$ cat src/rtl/code_lock_ctrl.sv
// Keypad code-lock controller: CODE_LEN-digit entry, timed unlock, timed lockout after MAX_FAILS rejects.
// Optional idle abandon of partial entries: define CODE_LOCK_ENTRY_TIMEOUT_EN.
module code_lock_ctrl #(
  parameter int DIGIT_W        = 4,
  parameter int CODE_LEN       = 4,
  parameter int MAX_FAILS      = 3,
  parameter int UNLOCK_CYCLES  = 500,
  parameter int LOCKOUT_CYCLES = 1000,
  parameter int ENTRY_TIMEOUT  = 2000,
  localparam int DIDX_W        = $clog2(CODE_LEN),
  localparam int FC_W          = $clog2(MAX_FAILS + 1)
) (
  input  logic                         clk,
  input  logic                         reset,
  input  logic                         enter,
  input  logic [DIGIT_W-1:0]           digit,
  input  logic [CODE_LEN*DIGIT_W-1:0]  code,
  input  logic                         relock,
  output logic [1:0]                   state,
  output logic [DIDX_W-1:0]            digit_idx,
  output logic [FC_W-1:0]              fail_count,
  output logic                         locked_led,
  output logic                         unlocked_led,
  output logic                         error_led,
  output logic                         lockout_led
);

  localparam int TMR_MAX0 = (UNLOCK_CYCLES > LOCKOUT_CYCLES) ? UNLOCK_CYCLES : LOCKOUT_CYCLES;
  localparam int TMR_MAX  = (TMR_MAX0 > ENTRY_TIMEOUT) ? TMR_MAX0 : ENTRY_TIMEOUT;
  localparam int TMR_W    = $clog2(TMR_MAX + 1);

  localparam logic [DIDX_W-1:0] LAST_IDX = DIDX_W'(CODE_LEN - 1);
  localparam logic [FC_W-1:0]   MAX_F    = FC_W'(MAX_FAILS);
  localparam logic [TMR_W-1:0]  UNLOCK_T = TMR_W'(UNLOCK_CYCLES - 1);
  localparam logic [TMR_W-1:0]  LOCK_T   = TMR_W'(LOCKOUT_CYCLES - 1);
`ifdef CODE_LOCK_ENTRY_TIMEOUT_EN
  localparam logic [TMR_W-1:0]  IDLE_T   = TMR_W'(ENTRY_TIMEOUT - 1);
`endif

  typedef enum logic [1:0] {
    ST_ENTRY    = 2'd0,
    ST_UNLOCKED = 2'd1,
    ST_LOCKOUT  = 2'd2
  } state_t;

  state_t              r_state;
  logic [DIDX_W-1:0]   r_digit_idx;
  logic                r_mismatch;
  logic [FC_W-1:0]     r_fail_count;
  logic [TMR_W-1:0]    r_timer;
  logic                r_error_led;
  logic                r_locked_led;
  logic                r_unlocked_led;
  logic                r_lockout_led;

  state_t              w_state_nxt;
  logic [DIDX_W-1:0]   w_idx_nxt;
  logic                w_mis_nxt;
  logic [FC_W-1:0]     w_fail_nxt;
  logic [TMR_W-1:0]    w_timer_nxt;
  logic                w_err_nxt;
  logic                w_digit_mis;
  logic [FC_W-1:0]     w_fail_inc;

  assign w_digit_mis = (digit != code[r_digit_idx*DIGIT_W +: DIGIT_W]);
  assign w_fail_inc  = (r_fail_count >= MAX_F) ? MAX_F : r_fail_count + 1'b1;

  always_comb begin
    w_state_nxt = r_state;
    w_idx_nxt   = r_digit_idx;
    w_mis_nxt   = r_mismatch;
    w_fail_nxt  = r_fail_count;
    w_timer_nxt = r_timer;
    w_err_nxt   = 1'b0;
    case (r_state)
      ST_ENTRY: begin
        if (enter) begin
          if (r_digit_idx == LAST_IDX) begin
            w_idx_nxt = '0;
            w_mis_nxt = 1'b0;
            if (!(r_mismatch | w_digit_mis)) begin
              w_state_nxt = ST_UNLOCKED;
              w_fail_nxt  = '0;
              w_timer_nxt = UNLOCK_T;
            end else begin
              w_err_nxt  = 1'b1;
              w_fail_nxt = w_fail_inc;
              if (w_fail_inc == MAX_F) begin
                w_state_nxt = ST_LOCKOUT;
                w_timer_nxt = LOCK_T;
              end
            end
          end else begin
            w_idx_nxt = r_digit_idx + 1'b1;
            w_mis_nxt = r_mismatch | w_digit_mis;
`ifdef CODE_LOCK_ENTRY_TIMEOUT_EN
            w_timer_nxt = IDLE_T;
`endif
          end
        end
`ifdef CODE_LOCK_ENTRY_TIMEOUT_EN
        // Timer doubles as the idle counter while a partial entry is pending.
        else if (r_digit_idx != '0) begin
          if (r_timer == '0) begin
            w_idx_nxt = '0;
            w_mis_nxt = 1'b0;
          end else begin
            w_timer_nxt = r_timer - 1'b1;
          end
        end
`endif
      end
      ST_UNLOCKED: begin
        w_idx_nxt = '0;
        w_mis_nxt = 1'b0;
        if (enter || relock || (r_timer == '0)) begin
          w_state_nxt = ST_ENTRY;
          w_timer_nxt = '0;
        end else begin
          w_timer_nxt = r_timer - 1'b1;
        end
      end
      ST_LOCKOUT: begin
        if (r_timer == '0) begin
          w_state_nxt = ST_ENTRY;
          w_fail_nxt  = '0;
        end else begin
          w_timer_nxt = r_timer - 1'b1;
        end
      end
      default: begin
        w_state_nxt = ST_ENTRY;
        w_idx_nxt   = '0;
        w_mis_nxt   = 1'b0;
        w_timer_nxt = '0;
      end
    endcase
  end

  always_ff @(posedge clk or posedge reset) begin
    if (reset) begin
      r_state        <= ST_ENTRY;
      r_digit_idx    <= '0;
      r_mismatch     <= 1'b0;
      r_fail_count   <= '0;
      r_timer        <= '0;
      r_error_led    <= 1'b0;
      r_locked_led   <= 1'b1;
      r_unlocked_led <= 1'b0;
      r_lockout_led  <= 1'b0;
    end else begin
      r_state        <= w_state_nxt;
      r_digit_idx    <= w_idx_nxt;
      r_mismatch     <= w_mis_nxt;
      r_fail_count   <= w_fail_nxt;
      r_timer        <= w_timer_nxt;
      r_error_led    <= w_err_nxt;
      r_locked_led   <= (w_state_nxt != ST_UNLOCKED);
      r_unlocked_led <= (w_state_nxt == ST_UNLOCKED);
      r_lockout_led  <= (w_state_nxt == ST_LOCKOUT);
    end
  end

  assign state        = r_state;
  assign digit_idx    = r_digit_idx;
  assign fail_count   = r_fail_count;
  assign error_led    = r_error_led;
  assign locked_led   = r_locked_led;
  assign unlocked_led = r_unlocked_led;
  assign lockout_led  = r_lockout_led;

endmodule

$ cat config.mk
export PLATFORM = sky130hd
export DESIGN_NAME = code_lock_ctrl
export DESIGN_NICKNAME = d
export VERILOG_FILES = /design/src/rtl/code_lock_ctrl.sv
export SDC_FILE = /design/constraint.sdc
export NUM_CORES = 1
export LEC_CHECK = 0
export BUFFER_PORTS_ARGS = -buffer_cell sky130_fd_sc_hd__buf_2
export CAP_MARGIN = 30
export CORE_ASPECT_RATIO = 2
export CORE_MARGIN = 4
export CORE_UTILIZATION = 46
export DETAILED_ROUTE_END_ITERATION = 6
export GPL_TIMING_DRIVEN = 0
export MAX_ROUTING_LAYER = met4
export PLACE_DENSITY = 0.7
export SYNTH_ARGS = -nofsm -noshare
export SYNTH_HDL_FRONTEND = slang
export SYNTH_SLANG_ARGS = --single-unit
$ cat constraint.sdc
create_clock -name clk -period 2.5 [get_ports clk]
set_input_delay 0.25 -clock clk [delete_from_list [all_inputs] [get_ports clk]]
set_output_delay 0.25 -clock clk [all_outputs]
set_load 0.03 [all_outputs]
==> results.yml <==
drt:
  detailroute.wirelength.met2_mm: 2.19
  firstDrtPassIters: 4
  remaining_drc_errors: 0
  vias_per_cell: 6.22
  routed_wl_mm: 3.82
  drt_iter0_drc: 67
  dr.max_layer_used: "met4"
  wl_met1_mm: 1.29
  ant_nets: 0
  vias: 1362
  dr_wl_met3_um: 270
  wl_per_cell_um: 17.4
clock_network:
  cts_max_level: 1
  max_buffers_root_to_sink: 2
  clock_sink_count: 22
  clk_transition_reported_paths_ns: 0.08
  tritoncts_clock_tree: "done"
  cts_buffers: 3
  clock_latency_at_the_later_pin_of_the_worst_skew_pair_ns: 0.26
  hold_buffers: 0
  cts-root-buf: "sky130_fd_sc_hd__clkbuf_8"
yosys:
  yosys-mux-area-fraction: 0.0820
  synth_top_area_share: 0.362
  synthesis.yosys.warnings: 0
  largest_area_contributor_in_the_synthesized_netlist: "sky130_fd_sc_hd__dfrtp_1"
  synth-main-ff-cell: "sky130_fd_sc_hd__dfrtp_1"
  main_combinational_cell_family_by_area_after_synthesis: "compound AO/OA/AOI/OAI gates"
  avgSynthCellArea_um2: 9.60
  synth-compound-area-share: 0.251
  synth_xor_xnor_area_share: 0.0181
  synth_nets: 177
  synth_cell_type_count: 51
  synthesis.area_um2: 1450
  synth-adder-area-share: 0.0173
  post_synthesis_sequential_area_ratio: 0.381
  ys_top_cells_by_area: "sky130_fd_sc_hd__dfrtp_1, sky130_fd_sc_hd__mux4_2, sky130_fd_sc_hd__nor2_1"
  asr_flop_ratio_synth: 1.00
  synth_edf_count: 0
  ys_seq_elements: 22
  synth_simple_gate_area_share: 0.206
  postSynthCellCount: 151
place:
  detailed_place_hpwl_mm: 2.98
  dp_slack_ns: -0.0595
  place_congestion: 0.943
  io_buffer_count: 33
  dp_cells: 214
grt:
  antenna_found_initial: 0
  grt_pass1_wl_mm: 6.11
  grt_overflow: 0
  grt_max_degree: 23
  grt_usage: 0.205
  first_global_vias: 1397
sta:
  slew_violations: 0
  clock.fmax_mhz: 419
  maxSlewHeadroom: 0.438
  final_min_period_over_clock_period: 0.954
  worst_slew_pin_slew_ns: 0.842
  finalWorstPathRequiredPeriod_ns: 2.39
  finalSetupTns_ns: 0
  finalHoldViolCount: 0
  final-setup-viol-count: 0
  clock_skew_ns: 0.00191
  finalWorstSetupSlack_ns: 0.114
  timing.hold.ws_ns: 0.137
power:
  seqPwrFrac: 0.525
  power.share.combinational: 0.118
  power_uw: 725
  switching_share: 0.244
  power.share.clock: 0.356
  ir_worst_vdd_mv: 0.377
  power-per-cell-area_nw_per_um2: 415
  internal_power_uw: 548
  p_sw_uw: 177
  p_leak_nw: 0.743
worst_setup_path:
  crit-reg2reg-capture: "r_timer[5]"
  critical_path_required_ns: 2.66
  arrival_ns: 2.54
  cp-start-kind: "flip-flop"
  crit_fanout: 7
  reg2reg_from: "r_timer[0]"
  worst_r2r_path_depth: 8
  timing.reg2reg.setup_slack_ns: 0.11
  timing.critical_path.to_type: "flip-flop"
  critical_path_class: "reg -> reg"
die:
  floorplan.rows: 28
  die-area_um2: 4170
  design.portCount: 34
  chipWidth_um: 47.7
  die_h_um: 87.4
  fp.coreArea_um2: 3010
  initial_core_util: 0.481
finish:
  nNetsFinal: 216
  antennaDiodeCount: 0
  area.growth.synth_to_final_pct: 20.3
  most-common-layout-cells: "sky130_fd_sc_hd__buf_2, sky130_fd_sc_hd__dfrtp_1, sky130_fd_sc_hd__nor2_1"
  layout-drive-gt1-share: 0.323
  mostFrequentLayoutCell: "sky130_fd_sc_hd__buf_2"
  layout.cells.non_filler: 219
  nFillCells: 277
outcome:
  status: "completed"
flow_run:
  cap_viol_max_count: 0
worst_hold_path:
  hold_class: "in -> async"
power groups by stage:
| stage | registers (mW) | clock network [mW] | logic [mW] |
|---|---|---|---|
| detailed placement | 0.387 | 0 | 0.0834 |
| finish | 0.381 | 0.258 | 0.0856 |
| CTS | 0.380 | 0.260 | 0.0852 |
| global route | 0.382 | 0.280 | 0.0946 |
| global placement | 0.386 | 0 | 0.0812 |
| floorplan | 0.385 | 0 | 0.0524 |
worst max-delay path by stage:
stage	endpoint	slack [ns]	from
floorplan	r_timer[6]	0.23	digit_idx[0]
global placement	r_timer[8]	-0.02	r_timer[0]
detailed placement	r_timer[8]	-0.06	r_timer[0]
CTS	r_timer[5]	0.03	r_timer[0]
global route	r_timer[5]	-0.01	r_timer[0]
finish	r_timer[5]	0.11	r_timer[0]
worst max-delay path: stages (launching register included):
cell and delay [ns]:
sky130_fd_sc_hd__dfrtp_1 0.39, sky130_fd_sc_hd__inv_2 0.10, sky130_fd_sc_hd__ha_4 0.15, sky130_fd_sc_hd__or4b_1 0.43, sky130_fd_sc_hd__buf_4 0.19, sky130_fd_sc_hd__o41ai_4 0.43, sky130_fd_sc_hd__o211a_4 0.28, sky130_fd_sc_hd__a21oi_2 0.07
sky130_fd_sc_hd__o211a_1 0.23
stage by stage:
| stage | utilization | area (um^2) |
|---|---|---|
| global placement | 0.549 | 1650 |
| global route | 0.579 | 1740 |
| detailed placement | 0.549 | 1650 |
| CTS | 0.569 | 1720 |
| floorplan | - | 1450 |
| finish | 0.579 | 1740 |
synthesized netlist by cell type (all sizes together), types with 4 or more instances:
library cell,count
a21oi,6
nand2,8
o22ai,5
nand2b,4
nor3,6
nor2,16
dfrtp,21
buf,5
o21ai,6
mux2i,4
o21a,4
inv,8
a211oi,4
nor4,4
final cells by class:
cell class | instances | area [um^2] | area share
Buffer | 8 | 37.5 | 0.0215
Sequential cell | 22 | 552 | 0.316
Clock buffer | 4 | 55.1 | 0.0316
Multi-Input combinational cell | 113 | 860 | 0.493
Inverter | 8 | 30.0 | 0.0172
Tap cell | 30 | 37.5 | 0.0215
Timing Repair Buffer | 34 | 173 | 0.0990
metal layers:
layer | vias up | track usage
met5 | - | -
met4 | 0 | 0.0735
met3 | 14 | 0.0290
met2 | 61 | 0.384
met1 | 642 | 0.193
li1 | 645 | -
cells by family (layout without fill, tap and decap cells):
group	after synthesis	count (layout)
AOI/OAI and AO/OA	45	45
xor gates and xnor gates	3	3
adders and majority gates	2	2
buffers and inverters	16	54
DFF	22	22
muxes	8	8
and+or+nand+nor	55	55
state kept, by name, indices dropped and copies added, names as in the netlist:
name          flops
state             2
unlocked_led      1
error_led         1
digit_idx         2
fail_count        2
lockout_led       1
r_mismatch        1
r_timer          11
locked_led        1
repair_timing:
| action | in CTS | in global routing |
|---|---|---|
| buffers inserted | 0 | 1 |
| resized for setup | 1 | 7 |
| endpoints found under the hold margin | 0 | 0 |
| endpoints found under the setup margin | 3 | 14 |
| pin swaps | 0 | 2 |
No activity file was read; power rests on OpenSTA's default activity.
